**src/rtl/addsub_chunk.sv**
```systemverilog
// CHUNK-bit ripple adder built from full_adder_1_bit cells.
// c_msb_in exposes the carry into the top bit so the caller can derive signed overflow.
module addsub_chunk #(
  parameter int CHUNK = 4
) (
  input  logic [CHUNK-1:0] a,
  input  logic [CHUNK-1:0] b,
  input  logic             cin,
  output logic [CHUNK-1:0] s,
  output logic             cout,
  output logic             c_msb_in
);
  logic [CHUNK:0] c;

  assign c[0] = cin;

  genvar gi;
  for (gi = 0; gi < CHUNK; gi++) begin : g_bit
    full_adder_1_bit u_fa (
      .a    (a[gi]),
      .b    (b[gi]),
      .cin  (c[gi]),
      .s    (s[gi]),
      .cout (c[gi+1])
    );
  end

  assign cout     = c[CHUNK];
  assign c_msb_in = c[CHUNK-1];
endmodule

```
**src/rtl/full_adder_1_bit.sv**
```systemverilog
// Single-bit full adder cell; the building block for every ripple chunk.
module full_adder_1_bit (
  input  logic a,
  input  logic b,
  input  logic cin,
  output logic s,
  output logic cout
);
  assign s    = a ^ b ^ cin;
  assign cout = (a & b) | (cin & (a ^ b));
endmodule

```
**src/rtl/addsub_pipe.sv**
```systemverilog
// Carry-chunked pipelined adder/subtractor: one CHUNK-bit slice per stage, valid/ready
// at both ends, and a single global advance enable so the whole pipe stalls as one.
module addsub_pipe #(
  parameter int WIDTH = 16,
  parameter int CHUNK = 4
) (
  input  logic             clk,
  input  logic             rst,
  input  logic             in_valid,
  output logic             in_ready,
  input  logic [WIDTH-1:0] a,
  input  logic [WIDTH-1:0] b,
  input  logic             sub,
  output logic             out_valid,
  input  logic             out_ready,
  output logic [WIDTH-1:0] sum,
  output logic             carry,
  output logic             overflow
);
  localparam int STAGES = WIDTH / CHUNK;
  // Still-unadded b bits shrink by CHUNK per stage; they are packed back to back here.
  localparam int REM_TOT = (STAGES - 1) * WIDTH - CHUNK * (STAGES - 1) * STAGES / 2;
  localparam int REM_W   = (REM_TOT > 0) ? REM_TOT : 1;
  localparam int SUB_W   = (STAGES > 1) ? STAGES - 1 : 1;

  logic              advance;
  logic [STAGES-1:0] valid_stage;
  logic [STAGES-1:0] carry_stage;
  logic [WIDTH-1:0]  word_stage [STAGES];
  logic [SUB_W-1:0]  sub_stage;
  logic [REM_W-1:0]  rem_stage;
  logic              overflow_reg;

  assign advance   = !valid_stage[STAGES-1] || out_ready;
  assign in_ready  = advance;
  assign out_valid = valid_stage[STAGES-1];
  assign sum       = word_stage[STAGES-1];
  assign carry     = carry_stage[STAGES-1];
  assign overflow  = overflow_reg;

  genvar gi;
  for (gi = 0; gi < STAGES; gi++) begin : g_stage
    localparam int LO = gi * CHUNK;

    logic             v_in;
    logic             s_in;
    logic             c_in;
    logic [WIDTH-1:0] w_in;
    logic [WIDTH-1:0] w_next;
    logic [CHUNK-1:0] b_chunk;
    logic [CHUNK-1:0] s_chunk;
    logic             c_out;
    logic             msb_in;
    logic             v_reg;
    logic             c_reg;
    logic [WIDTH-1:0] w_reg;

    if (gi == 0) begin : g_head
      // Subtraction enters as a carry-in of 1 against the inverted b.
      assign v_in    = in_valid;
      assign s_in    = sub;
      assign c_in    = sub;
      assign w_in    = a;
      assign b_chunk = b[CHUNK-1:0];
    end else begin : g_body
      localparam int PREV_OFF = (gi - 1) * WIDTH - CHUNK * (gi - 1) * gi / 2;
      assign v_in    = valid_stage[gi-1];
      assign s_in    = sub_stage[gi-1];
      assign c_in    = carry_stage[gi-1];
      assign w_in    = word_stage[gi-1];
      assign b_chunk = rem_stage[PREV_OFF +: CHUNK];
    end

    addsub_chunk #(.CHUNK(CHUNK)) u_chunk (
      .a        (w_in[LO +: CHUNK]),
      .b        (b_chunk ^ {CHUNK{s_in}}),
      .cin      (c_in),
      .s        (s_chunk),
      .cout     (c_out),
      .c_msb_in (msb_in)
    );

    // The word holds finished sum bits below LO and raw a bits above; this slice swaps in.
    always_comb begin
      w_next              = w_in;
      w_next[LO +: CHUNK] = s_chunk;
    end

    always_ff @(posedge clk or posedge rst) begin
      if (rst) begin
        v_reg <= 1'b0;
        c_reg <= 1'b0;
        w_reg <= '0;
      end else if (advance) begin
        v_reg <= v_in;
        c_reg <= c_out;
        w_reg <= w_next;
      end
    end

    assign valid_stage[gi] = v_reg;
    assign carry_stage[gi] = c_reg;
    assign word_stage[gi]  = w_reg;

    if (gi < STAGES - 1) begin : g_fwd
      localparam int OFF   = gi * WIDTH - CHUNK * gi * (gi + 1) / 2;
      localparam int REM_K = WIDTH - (gi + 1) * CHUNK;
      logic [REM_K-1:0] rem_in;
      logic [REM_K-1:0] rem_reg;
      logic             sub_reg;

      if (gi == 0) begin : g_from_port
        assign rem_in = b[WIDTH-1:CHUNK];
      end else begin : g_from_stage
        localparam int PREV_OFF = (gi - 1) * WIDTH - CHUNK * (gi - 1) * gi / 2;
        assign rem_in = rem_stage[PREV_OFF + CHUNK +: REM_K];
      end

      always_ff @(posedge clk or posedge rst) begin
        if (rst) begin
          sub_reg <= 1'b0;
          rem_reg <= '0;
        end else if (advance) begin
          sub_reg <= s_in;
          rem_reg <= rem_in;
        end
      end

      assign sub_stage[gi]          = sub_reg;
      assign rem_stage[OFF +: REM_K] = rem_reg;
    end else begin : g_tail
      always_ff @(posedge clk or posedge rst) begin
        if (rst) begin
          overflow_reg <= 1'b0;
        end else if (advance) begin
          overflow_reg <= msb_in ^ c_out;
        end
      end
    end
  end
endmodule

```
**config.mk**
```make
export PLATFORM = sky130hd
export DESIGN_NAME = addsub_pipe
export DESIGN_NICKNAME = d
export VERILOG_FILES = /design/src/rtl/addsub_chunk.sv /design/src/rtl/full_adder_1_bit.sv /design/src/rtl/addsub_pipe.sv
export SDC_FILE = /design/constraint.sdc
export NUM_CORES = 1
export LEC_CHECK = 0
export CAP_MARGIN = 30
export CORE_ASPECT_RATIO = 1.75
export CORE_MARGIN = 2
export CORE_UTILIZATION = 60
export CTS_BUF_LIST = sky130_fd_sc_hd__clkbuf_16
export CTS_CLUSTER_SIZE = 16
export DETAILED_ROUTE_END_ITERATION = 10
export HOLD_SLACK_MARGIN = 0.06
export PLACE_DENSITY_LB_ADDON = 0.25
export SLEW_MARGIN = 20
export SYNTH_ARGS = -nofsm -noshare
export SYNTH_HDL_FRONTEND = slang
export SYNTH_SLANG_ARGS = --single-unit
```
**constraint.sdc**
```tcl
create_clock -name clk -period 7.7 [get_ports clk]
set_input_delay 0.77 -clock clk [delete_from_list [all_inputs] [get_ports clk]]
set_output_delay 0.77 -clock clk [all_outputs]
set_load 0.1 [all_outputs]
```
; Word-level counts from Yosys, hierarchy flattened
; Cells that the tools add are included.
[word_totals]
regBits = 100
latch_bits = 0
ramBits = 0
mem_bits_ro = 0
out_inout_bits = 20
wordCells = 106
memories = 0
[classes]
add_sub_neg = 0
multipliers = 0
n_div = 0
order_cmp = 0
eq_ne = 0
shift = 0
n_mux = 0
bitwise = 85
n_reduce_logical = 2
[op_table]
columns = cell, count
row1 = bitwise XOR 1 bit, 33
row2 = AND 1 bit, 32
row3 = bitwise OR 1 bit, 16
row4 = bitwise XOR 4 bit, 4
row5 = zero test 1 bit, 1
row6 = logical OR 1 bit, 1

; Longest topological paths before layout
; Gate-level depths: netlist of the first run.
[depth]
word_depth = 11
depth_mapped = 11
mapped_depth_nobuf = 10

; Modules after synthesis
; A second synthesis of the first run with hierarchy kept.
[unflattened]
hier_cells = 250
area_unflattened_um2 = 4655.7
[by_module_without_submodules]
columns = mod, instances, cells_per_inst, area_each_um2, seq_area_each_um2
row1 = addsub_pipe, 1, 234, 4335.4, 2502.4
row2 = full_adder_1_bit, 16, 1, 20.0, 0.0

; Worst setup path after synthesis of the first run
; OpenSTA, ideal clock, no wires.
[synth_path]
kind = reg-to-reg
start = register g_stage[1].g_fwd.sub_reg
end = register g_stage[2].w_reg[11]
setup_time_ps = 125
arrival_time_ps = 2513
setup_slack_ps = 5062
path_stages_with_launch = 10
n_path_buf = 1
period_less_slack_ps = 2638
path_cell_list = dfrtp_1 > clkbuf_1 > xor2_1 > fa_1 > inv_1 > fa_1 > fa_1 > inv_1 > fa_1 > mux2_4
[synth_via]
elab_chain_len = 9
word_cells_on_any_way = 15
[synth_lines]
columns = element, line
row1 = from (decl), addsub_pipe.sv:110  ; logic sub_reg;
row2 = from (signal assigned), addsub_pipe.sv:124  ; sub_reg <= s_in;
row3 = bitwise XOR 4 bit (*), addsub_pipe.sv:76  ; .b (b_chunk ^ {CHUNK{s_in}}),
row4 = bitwise XOR 1 bit, full_adder_1_bit.sv:10  ; assign cout = (a & b) | (cin & (a ^ b));
row5 = AND 1 bit, full_adder_1_bit.sv:10
row6 = bitwise OR 1 bit, full_adder_1_bit.sv:10
row7 = AND 1 bit, full_adder_1_bit.sv:10
row8 = bitwise OR 1 bit, full_adder_1_bit.sv:10
row9 = AND 1 bit, full_adder_1_bit.sv:10
row10 = bitwise OR 1 bit, full_adder_1_bit.sv:10
row11 = bitwise XOR 1 bit (*), full_adder_1_bit.sv:9  ; assign s = a ^ b ^ cin;
row12 = named net g_stage[2].u_chunk.g_bit[3].u_fa.s, full_adder_1_bit.sv:6  ; output logic s,
row13 = to (signal assigned), addsub_pipe.sv:97  ; w_reg <= w_next;
row14 = to (decl), addsub_pipe.sv:56  ; logic [WIDTH-1:0] w_reg;
; Mark *: on every way through the listed nets, which the timed path passes. The rest lies on a longest branch.
; A chain may end at the register's enable or synchronous reset.

; Worst setup path after layout of the first run
[layout_path]
start = input out_ready
end = output in_ready
[layout_via]
elab_chain_len = 1
[layout_lines]
columns = element, line
row1 = from (decl), addsub_pipe.sv:15  ; input logic out_ready,
row2 = logical OR 1 bit, addsub_pipe.sv:34  ; assign advance = !valid_stage[STAGES-1] || out_ready;
row3 = to (decl), addsub_pipe.sv:10  ; output logic in_ready,
; Every way passes these cells.

==> results of run 1 <==
[synth_stat cells]
library cell    n  area [sq um]
xor2_1          8          70.1
mux2_4         80          1200
fa_1           15           300
clkbuf_1        3          11.3
buf_12          9           180
dfrtp_1       100          2500
nor3b_1         8          60.1
mux2_2         11           124
buf_2           2          10.0
a21oi_1         8          40.0
nand2b_1        1          6.26
nand2b_4        1          13.8
mux2i_1         1          10.0
buf_6           1          11.3
xnor2_1         9          78.8
inv_1          18          67.6
[critical path: cells and delay by family]
kind | cells | cell delay, ns
and+or+nand+nor | 1 | 0.72
buffers and inverters | 2 | 1.93
[stage by stage]
stage	power, W	cell area [sq um]	worst slack (ns)
finish	0.00270	5480	3.49
detailed placement	0.00229	5190	3.44
CTS	0.00274	5480	3.45
global route	0.00287	5480	3.37
global placement	0.00224	5160	3.48
floorplan	0.00205	4690	4.31
[worst min-delay path by stage]
stage / startpoint / to / slack [ns] / cells past startpoint
3_5_place_dp: g_stage[2].v_reg / out_valid / 0.47 / 1
5_1_grt: g_stage[2].v_reg / out_valid / 0.52 / 1
4_1_cts: g_stage[2].v_reg / out_valid / 0.48 / 1
3_3_place_gp: g_stage[2].v_reg / out_valid / 0.46 / 1
2_1_floorplan: g_stage[2].v_reg / out_valid / 0.43 / 1
6_report: g_stage[2].v_reg / out_valid / 0.48 / 1
[cell families after synthesis]
| kind of cell | count (synthesis) | synth area share, % |
|---|---|---|
| DFF | 100 | 53.4 |
| muxes | 92 | 28.5 |
| buffers and inverters | 33 | 5.98 |
| xor gates and xnor gates | 17 | 3.18 |
| adders and majority gates | 15 | 6.41 |
| and+or+nand+nor | 10 | 1.71 |
| AOI/OAI and AO/OA | 8 | 0.854 |
[report_power, final]
| part | switching (W) | internal [W] |
|---|---|---|
| registers | 0.000158 | 0.000761 |
| clock network | 0.000184 | 0.000247 |
| logic | 0.000715 | 0.000638 |
[area by class of cell]
class,count,share of cell area [%]
well taps,88,2.01
clock inverters,7,1.10
flip-flops and latches,100,45.7
multi-input cells,142,34.8
repair buffers,59,11.0
clock buffers,9,4.11
inverters,18,1.28
[layer usage]
metal	vias up	wire [microns]
met5	-	0
met1	1186	3120
li1	1028	-
met3	9	279
met4	0	151
met2	43	3520
==> impl_metrics.env, run 1 <==
export IMPL_seq_area_frac_synth_pct=53.4
export IMPL_wl_per_cell_microns=16.7
export IMPL_die_y_microns=121
export IMPL_finalClockSkew_ns=0.00226
export IMPL_cpPeakStageDelay_ns=1.28
export IMPL_seq_area_sq_um=2500
export IMPL_ctsResizeCount=0
export IMPL_critPathLaunchType="input port"
export IMPL_reg2reg_to="sum[15]"
export IMPL_cts_buffers=9
export IMPL_die_area_sq_um=8560
export IMPL_worst_setup_path_type="in -> out"
export IMPL_postCtsSetupBuffers=0
export IMPL_grt_pass1_wl_microns=12100
export IMPL_grt_busiest_layer="met2"
export IMPL_synth_cell_types=16
export IMPL_cp_slowest_cell="clkdlybuf4s50_1"
export IMPL_crit_path_max_fanout=49
export IMPL_drive_gt1_share_pct=32.2
export IMPL_finalHoldViolCount=0
export IMPL_power_density_nw_per_um2=494
export IMPL_hold_class="reg -> reg"
export IMPL_reg2reg_depth=9
export IMPL_rows=42
export IMPL_die_x_microns=70.8
export IMPL_worstSetupEndpointType="output port"
export IMPL_gp_congestion=0.751
export IMPL_dp_cells=407
export IMPL_multiInputGateArea_sq_um=1900
export IMPL_drt_total_wl_microns=7080
export IMPL_viasPerCell=5.36
export IMPL_syn_inst=275
export IMPL_grt_max_degree=55
export IMPL_avgSynthCellArea_sq_um=17.0
export IMPL_tightest_slew_ns=0.994
export IMPL_clk_latency_ns=0.34
export IMPL_floorplan_initialDensity_pct=61.9
export IMPL_final_cells=423
export IMPL_final_min_clock_period_ns=4.21
export IMPL_crit_top_cell="clkdlybuf4s50_1"
export IMPL_fin_setup_tns_ns=0
export IMPL_yosys_warnings=0
export IMPL_rsz0062_at_grt="no"
export IMPL_cts_tree="done"
export IMPL_final_util_pct=72.4
export IMPL_maxSlewHeadroom_pct=33.5
export IMPL_endpoint="in_ready"
export IMPL_design_portCount=57
export IMPL_grt_pass1_vias=2380
export IMPL_area_growth_pct=16.8
export IMPL_dr_pass1_iters=4
export IMPL_grtUsageMet2_pct=28.0
export IMPL_syn_nets=327
export IMPL_nFillCells=512
export IMPL_whs_ns=0.476
export IMPL_most_common_layout_cells="dfrtp_1 (100), mux2_4 (80), clkdlybuf4s50_1 (56)"
export IMPL_drc_errors=0
export IMPL_setup_violations=0
export IMPL_antenna_left=0
export IMPL_min_period_over_period_pct=54.6
export IMPL_r2r_start="g_stage[2].g_fwd.sub_reg"
export IMPL_clkSinkCount=100
export IMPL_coreArea_sq_um=7570
export IMPL_antenna_found_initial=0
export IMPL_synth_seq_cells=100
export IMPL_clockBufferDepth=2
export IMPL_hold_buffers=0
export IMPL_vias=2266
export IMPL_hpwl_microns=4690
export IMPL_cp_arrival_ns=3.44
export IMPL_met3_usage_pct=4.49
export IMPL_cp_startpoint="out_ready"
export IMPL_leakage_nw=2.57
export IMPL_clk_pin_slew_worst_paths_ns=0.06
export IMPL_grt_ovfl_total=0
export IMPL_max_clock_freq_mhz=238
export IMPL_diodes=0
export IMPL_ir_drop_v=0.000250
export IMPL_status="complete, no violations"
export IMPL_nets=382
export IMPL_initialDrtViolationCount=152
export IMPL_drv_slew=0
export IMPL_required_ns=6.93
export IMPL_grtUsageMet1_pct=26.2
export IMPL_cap_violations=0
export IMPL_largest_reg_flops=48
export IMPL_final_common_cell="dfrtp_1"
export IMPL_crit_chain="clkdlybuf4s50_1, nand2b_4, clkdlybuf4s50_1"
export IMPL_clockRootBuffer="clkbuf_16"
export IMPL_grt_usage_pct=18.9
export IMPL_h_tree_depth=3
export IMPL_io_buffers=56
export IMPL_reg2reg_setup_slack_ns=5.00
export IMPL_mappedNetlistArea_sq_um=4690
Power figures use the tool's default switching activity.
==> inputs of run 2 (changes only) <==
- CORE_UTILIZATION: 60 -> 50
- clock period: 7.7 -> 3.6 ns (I/O delays scaled with it)
==> run 2 against run 1 <==
Compared with the run above: non-clock buffer count grew 2; first-iteration DRC count grew 19%; cell area up 1.1%; sequential power rose by 110%; combinational power increased by 120%; clock power grew 110%; clock-buffer cell count did not move; critical path depth rose by 7; cell count increased by 7.8%; core utilization shrank 11 points; critical path type is now reg -> reg.
==> impl_metrics.env, run 2 (synthesis results as in run 1) <==
export IMPL_drv_slew=0
export IMPL_cp_arrival_ns=2.90
export IMPL_vias=2244
export IMPL_power_density_nw_per_um2=1040
export IMPL_worstSetupEndpointType="flip-flop"
export IMPL_ir_drop_v=0.000619
export IMPL_worst_setup_path_type="reg -> reg"
export IMPL_met3_usage_pct=3.84
export IMPL_final_cells=456
export IMPL_crit_chain="xnor2_1, fa_1, inv_1, fa_1, inv_1, fa_1, inv_1, fa_1, xnor2_1, mux2_4"
export IMPL_required_ns=3.82
export IMPL_floorplan_initialDensity_pct=51.5
export IMPL_hold_class="in -> async"
export IMPL_grt_max_degree=101
export IMPL_cp_slowest_cell="dfrtp_1"
export IMPL_multiInputGateArea_sq_um=1900
export IMPL_hpwl_microns=4930
export IMPL_clockBufferDepth=2
export IMPL_finalClockSkew_ns=0.00666
export IMPL_gp_congestion=0.780
export IMPL_die_area_sq_um=10200
export IMPL_drc_errors=0
export IMPL_place_ws_ns=0.821
export IMPL_final_min_clock_period_ns=2.69
export IMPL_maxSlewHeadroom_pct=34.7
export IMPL_clk_latency_ns=0.34
export IMPL_critPathLaunchType="flip-flop"
export IMPL_final_common_cell="dfrtp_1"
export IMPL_status="complete, no violations"
export IMPL_crit_top_cell="fa_1"
export IMPL_grt_pass1_wl_microns=12700
export IMPL_clk_pin_slew_worst_paths_ns=0.06
export IMPL_diodes=0
export IMPL_dr_pass1_iters=4
export IMPL_cp_startpoint="g_stage[2].g_fwd.sub_reg"
export IMPL_largest_reg_flops=48
export IMPL_hold_buffers=0
export IMPL_coreArea_sq_um=9090
export IMPL_critPathBufInv=3
export IMPL_drt_total_wl_microns=7250
export IMPL_seq_area_sq_um=2500
export IMPL_initialDrtViolationCount=181
export IMPL_antenna_left=0
export IMPL_die_y_microns=132
export IMPL_dp_cells=441
export IMPL_grt_pass1_vias=2489
export IMPL_drive_gt1_share_pct=32.7
export IMPL_max_clock_freq_mhz=372
export IMPL_rows=46
export IMPL_crit_path_max_fanout=5
export IMPL_setup_violations=0
export IMPL_cts_buffers=9
export IMPL_cap_violations=0
export IMPL_min_period_over_period_pct=74.6
export IMPL_fin_setup_tns_ns=0
export IMPL_wl_per_cell_microns=15.9
export IMPL_setup_ws_ns=0.914
export IMPL_design_portCount=57
export IMPL_nFillCells=736
export IMPL_cp_top_family="adder cells"
export IMPL_viasPerCell=4.92
export IMPL_most_common_layout_cells="dfrtp_1 (100), mux2_4 (80), clkdlybuf4s50_1 (55)"
export IMPL_final_util_pct=60.9
export IMPL_cpPeakStageDelay_ns=0.45
export IMPL_clkSinkCount=100
export IMPL_grt_ovfl_total=0
export IMPL_cts_tree="done"
export IMPL_grtUsageMet1_pct=21.9
export IMPL_tightest_slew_ns=0.977
export IMPL_grt_busiest_layer="met2"
export IMPL_io_buffers=56
export IMPL_area_growth_pct=18.1
export IMPL_grtUsageMet2_pct=24.6
export IMPL_finalHoldViolCount=0
export IMPL_whs_ns=0.474
export IMPL_antenna_found_initial=0
export IMPL_nets=384
export IMPL_rsz0062_at_grt="no"
export IMPL_die_x_microns=77.2
export IMPL_r2r_start="g_stage[2].g_fwd.sub_reg"
export IMPL_h_tree_depth=3
export IMPL_ctsResizeCount=0
export IMPL_leakage_nw=2.60
export IMPL_clockRootBuffer="clkbuf_16"
export IMPL_postCtsSetupBuffers=0
export IMPL_grt_usage_pct=15.9
[run 2: area by class of cell]
type,count,share of cell area [%]
flip-flops and latches,100,45.2
multi-input cells,142,34.4
repair buffers,61,11.4
clock buffers,9,4.07
well taps,120,2.71
inverters,18,1.27
clock inverters,6,0.904
[run 2: worst paths after layout]
path | depth (start not counted) | endpoint | slack [ns]
max | 10 | overflow | 0.91
min | 3 | g_stage[1].w_reg[4] | 0.47
max reg2reg | 10 | overflow | 0.91
min reg2reg | 1 | out_valid | 0.48
max in group asynchronous | 3 | g_stage[1].g_fwd.rem_reg[6] | 2.69
min in group clk | 1 | out_valid | 0.48
[run 2: per-stage QoR]
step | area, sq um | power [W]
floorplan | 4690 | 0.00439
global placement | 5260 | 0.00483
detailed placement | 5260 | 0.00494
CTS | 5540 | 0.00586
global route | 5540 | 0.00614
finish | 5540 | 0.00578
[run 2: where the power goes]
group	leakage (nW)	switching (W)	internal, W	total [W]
Sequential	1.16	0.000337	0.00163	0.00197
Combinational	1.29	0.00154	0.00138	0.00292
Clock	0.146	0.000372	0.000523	0.000895
Total	2.60	0.00225	0.00353	0.00578
[run 2: metal layers]
layer | vias up | share of wire (%)
met5 | - | 0
met4 | 0 | 1.6
met3 | 8 | 3.3
met2 | 39 | 50
met1 | 1164 | 45
li1 | 1033 | -
[run 2: worst register-to-register path: cells and delay by family, from the launching register on]
kind | cells | cell delay, ns
buffers and inverters | 3 | 0.21
adders and majority gates | 4 | 1.24
xor gates and xnor gates | 2 | 0.42
DFF | 1 | 0.45
muxes | 1 | 0.26
==> inputs of run 3 (changes only) <==
- clock period: 3.6 -> 2.26 ns (I/O delays scaled with it)
==> run 3 against run 2 <==
Compared with the run above: the flow now finishes with violations (setup timing); cell area is 3.5% higher; global-route usage is 0.40 points lower; clock-buffer cell count stayed put; sequential cell count stayed put; clock skew is 0.0014 ns lower; largest cell class unchanged; cell count is 2.2% higher; non-clock buffer count is 9 higher.
==> impl_metrics.env, run 3 (synthesis results as in run 1) <==
export IMPL_cp_slowest_cell="dfrtp_1"
export IMPL_endpoint="sum[15]"
export IMPL_clk_pin_slew_worst_paths_ns=0.07
export IMPL_leakage_nw=2.69
export IMPL_grt_usage_pct=15.5
export IMPL_setup_violations=4
export IMPL_nets=393
export IMPL_clockBufferDepth=2
export IMPL_reg2reg_setup_slack_ns=-0.12
export IMPL_clk_latency_ns=0.34
export IMPL_coreArea_sq_um=9090
export IMPL_dr_pass1_iters=4
export IMPL_clkSinkCount=100
export IMPL_final_util_pct=63.0
export IMPL_cap_violations=0
export IMPL_cpPeakStageDelay_ns=0.41
export IMPL_final_min_clock_period_ns=2.38
export IMPL_dp_cells=449
export IMPL_area_growth_pct=22.2
export IMPL_cts_tree="done"
export IMPL_final_cells=466
export IMPL_final_common_cell="dfrtp_1"
export IMPL_crit_chain="xnor2_2, fa_2, inv_2, fa_2, inv_2, fa_2, inv_2, fa_2, mux2_4"
export IMPL_most_common_layout_cells="dfrtp_1 (100), mux2_4 (80), clkdlybuf4s50_1 (36)"
export IMPL_grt_ovfl_total=0
export IMPL_whs_ns=0.377
export IMPL_design_portCount=57
export IMPL_gp_congestion=0.721
export IMPL_worstSetupEndpointType="flip-flop"
export IMPL_drt_total_wl_microns=7120
export IMPL_clockRootBuffer="clkbuf_16"
export IMPL_die_x_microns=77.2
export IMPL_ir_drop_v=0.00112
export IMPL_status="finished with violations"
export IMPL_antenna_found_initial=0
export IMPL_rsz0062_at_grt="yes"
export IMPL_min_period_over_period_pct=105
export IMPL_drive_gt1_share_pct=46.8
export IMPL_grt_pass1_vias=2485
export IMPL_cp_arrival_ns=2.61
export IMPL_power_density_nw_per_um2=1730
export IMPL_cp_startpoint="g_stage[2].g_fwd.rem_reg[0]"
export IMPL_vias=2260
export IMPL_initialDrtViolationCount=70
export IMPL_crit_top_cell="fa_2"
export IMPL_tightest_slew_ns=0.513
export IMPL_hpwl_microns=4780
export IMPL_reg2reg_to="sum[15]"
export IMPL_wl_per_cell_microns=15.3
export IMPL_grt_pass1_wl_microns=12400
export IMPL_viasPerCell=4.85
export IMPL_setup_ws_ns=-0.123
export IMPL_finalHoldViolCount=0
export IMPL_floorplan_initialDensity_pct=51.5
export IMPL_max_clock_freq_mhz=420
export IMPL_drc_errors=0
export IMPL_grt_max_degree=101
export IMPL_required_ns=2.49
export IMPL_hold_class="in -> async"
export IMPL_finalClockSkew_ns=0.00525
export IMPL_antenna_left=0
export IMPL_r2r_start="g_stage[2].g_fwd.rem_reg[0]"
export IMPL_cts_buffers=9
export IMPL_violations="setup timing"
export IMPL_reg2reg_depth=9
export IMPL_drv_slew=0
export IMPL_io_buffers=56
export IMPL_largest_reg_flops=48
export IMPL_crit_path_max_fanout=2
export IMPL_hold_buffers=0
export IMPL_rows=46
export IMPL_critPathLaunchType="flip-flop"
export IMPL_maxSlewHeadroom_pct=65.8
export IMPL_diodes=0
export IMPL_die_area_sq_um=10200
export IMPL_worst_setup_path_type="reg -> reg"
export IMPL_die_y_microns=132
export IMPL_h_tree_depth=3
-- run 3: changes by cell type in the layout (fill, tap and decap cells not counted), sizes merged --
cell	previous run	this run
clkinvlp	0	1
bufinv	1	5
buf	6	34
clkdlybuf4s50	55	36
inv	21	17
-- run 3: repair_timing --
action,in CTS,in global routing
setup endpoints to repair,5,5
setup buffers,1,0
gates resized for setup,4,0
pin swaps,1,0
-- run 3: report_power, final --
part | switching [W] | internal (W) | total, W
sequential | 0.000517 | 0.00259 | 0.00311
combinational | 0.00253 | 0.00232 | 0.00485
clock | 0.000638 | 0.00130 | 0.00194
-- run 3: metal layers --
metal	share of wire (%)	vias to the layer above	routed length (microns)	GRT usage, %
met5	0	-	0	0
met4	2.1	0	148	7.14
met3	3.0	11	211	3.29
met2	51	38	3660	25.2
met1	44	1165	3100	19.8
li1	-	1046	-	-
-- run 3: metrics by stage --
| step | total power (W) | instance area, sq um | setup WS, ns | setup TNS [ns] |
|---|---|---|---|---|
| 2_1_floorplan | 0.00712 | 4770 | -0.125 | -0.414 |
| 6_report | 0.00990 | 5730 | -0.123 | -0.386 |
| 5_1_grt | 0.0105 | 5730 | -0.197 | -0.721 |
| 3_5_place_dp | 0.00800 | 5330 | -0.291 | -0.775 |
| 3_3_place_gp | 0.00787 | 5330 | -0.233 | -0.529 |
| 4_1_cts | 0.0100 | 5730 | -0.130 | -0.425 |
-- run 3: worst max-delay path: cells and delay by family, from the launching register on --
kind / cells / cell delay (ns)
buf+inv: 3 / 0.16
xor+xnor: 1 / 0.15
fa+ha+maj: 4 / 1.28
flops: 1 / 0.41
mux: 1 / 0.26
-- run 3: how the worst min path moves through the flow --
stage	startpoint	end	slack, ns	depth (start not counted)
floorplan	b[4]	g_stage[0].g_fwd.rem_reg[0]	0.37	1
global placement	g_stage[2].v_reg	out_valid	0.45	1
detailed placement	g_stage[2].v_reg	out_valid	0.46	1
CTS	rst	sum[3]	0.40	3
global route	rst	sum[3]	0.45	3
finish	rst	sum[3]	0.38	3
-- run 3: final cells by class --
type                            instances  area (sq um)
Multi-Input combinational cell        142          1950
Inverter                               18          71.3
Fill cell                             704          3360
Clock buffer                            9           225
Sequential cell                       100          2500
Tap cell                              120           150
Timing Repair Buffer                   70           666
Clock inverter                          7           163
==> RTL change, RTL diff (config.mk and constraints of run 1) <==
Register the output `overflow` once more, cleared by the reset; this adds one clock of latency there. The other outputs are not delayed to match.
--- a/src/rtl/addsub_pipe.sv
+++ b/src/rtl/addsub_pipe.sv
@@ -37,5 +37,11 @@
   assign sum       = word_stage[STAGES-1];
   assign carry     = carry_stage[STAGES-1];
-  assign overflow  = overflow_reg;
+  always_ff @(posedge clk or posedge rst) begin
+    if (rst) begin
+      overflow <= '0;
+    end else begin
+      overflow <= overflow_reg;
+    end
+  end
 
   genvar gi;
Formal check against the unedited RTL: not equivalent (Yosys sat finds a counterexample within 10 cycles, from zero or initial values and one cycle with rst high).
==> RTL change against run 1 <==
Setup slack better by 230 ps; area after synthesis rose by 0.53%; sequential cell count increased by 1; routed wire length up 4.4%; cell area is 0.43% higher; critical path type unchanged; largest cell class unchanged; highest routed layer unchanged.
Power is not shown: default switching activity piles up to over one toggle a cycle in this logic, so the estimate is an artifact.
==> RTL change: results (changes against run 1) <==
| Metric | Value |
|---|---|
| FF-to-FF path depth | `8 (-1)` |
| Seq/Total Area, Yosys | `53.6% (+0.25 points)` |
| Worst clock skew | `4.07 ps (+1.81 ps)` |
| First-pass GRT wire length | `12,600 um (+3.7%)` |
| CTS max path bufs | `2 (unchanged)` |
| DP Worst Slack | `3700 ps (+252 ps)` |
| Gr usage total | `19.4% (+0.55 points)` |
| CP Max Fanout | `32 (-35%)` |
| Largest stage delay, worst path | `1250 ps (-30 ps)` |
| Postcts setup bufs | `0 (unchanged)` |
| Total CTS buffers | `9 (unchanged)` |
| Ys async rst share | `100% (unchanged)` |
| Final Wtd Congestion | `0.732 (-2.5%)` |
| Post-Syn Nets | `328 (+0.31%)` |
| Starting DRC count in detailed routing | `110 (-28%)` |
| Htree depth | `3 (unchanged)` |
| Min-delay worst type | `reg2reg` |
| Ant diodes | `0 (unchanged)` |
| Via count | `2,286 (+0.88%)` |
| Vias in the first global route | `2,527 (+6.2%)` |
| Initial antenna violation count | `0 (unchanged)` |
| Reg clk slew, reported paths | `60 ps (about the same)` |
| Largest cells by area after synthesis | `dfrtp_1 54%, mux2_4 25%, fa_1 6.4%, buf_12 3.8%, mux2_2 2.6%` |
| Status | `completed` |
| Share of layout cells above drive strength 1 | `32.4% (+0.20 points)` |
| DP HPWL | `4950 um (+5.5%)` |
| Largest net degree at the start of global routing | `52 (-5.5%)` |
| Fillers | `492 (-3.9%)` |
| Final nets | `383 (+0.26%)` |
| Distinct cells, synth | `16 (unchanged)` |
| Max reg flops | `48 (unchanged)` |
| Hold Path Depth | `0 (-1)` |
| Top cells by count, synth | `101 x dfrtp_1, 80 x mux2_4, 18 x inv_1` |
| Drt wl/cell | `17.4 um (+4.2%)` |
| Least-Margin Pin Slew | `988 ps (-5.64 ps)` |
==> RTL change: cell type report <==
cell class / count / area share (%)
clock buffer: 9 / 4.10
clock inverter: 7 / 1.07
inverter: 18 / 1.27
multi-input combinational: 142 / 34.6
sequential: 101 / 46.0
tap: 88 / 2.00
timing repair buffer: 59 / 11.0
==> RTL change: final timing paths <==
| kind | start | end | slack [ps] |
|---|---|---|---|
| worst max-delay path | out_ready | in_ready | 3720 |
| worst min-delay path | overflow_reg | overflow | 400 |
| worst max register to register | g_stage[1].g_fwd.sub_reg | g_stage[2].w_reg[11] | 4900 |
| worst min register to register | overflow_reg | overflow | 400 |
| max in group asynchronous | rst | g_stage[2].w_reg[0] | 5770 |
| min in group asynchronous | rst | sum[13] | 870 |
==> RTL change: routing by layer <==
metal	wire (um)	share of wire [%]	GRT usage, %	vias up
met5	0	0	0	-
met4	176	2.4	8.61	0
met3	317	4.3	5.40	12
met2	3840	52	30.7	51
met1	3060	41	25.0	1191
li1	-	-	-	1032
==> RTL change: cell families after synthesis <==
kind of cell | count (synthesis) | synth area share (%)
adders and majority gates | 15 | 6.37
buffers and inverters | 33 | 5.95
xor gates and xnor gates | 17 | 3.16
DFF | 101 | 53.6
muxes | 92 | 28.3
and+or+nand+nor | 10 | 1.70
AOI/OAI and AO/OA | 8 | 0.850
==> RTL change: through the flow <==
| stage | instance area (sq um) | utilization, % | std cells |
|---|---|---|---|
| 2_1_floorplan | 4710 | - | 276 |
| 3_3_place_gp | 5190 | 68.6 | 407 |
| 3_5_place_dp | 5220 | 68.9 | 408 |
| 4_1_cts | 5500 | 72.7 | 424 |
| 5_1_grt | 5500 | 72.7 | 424 |
| 6_report | 5500 | 72.7 | 424 |
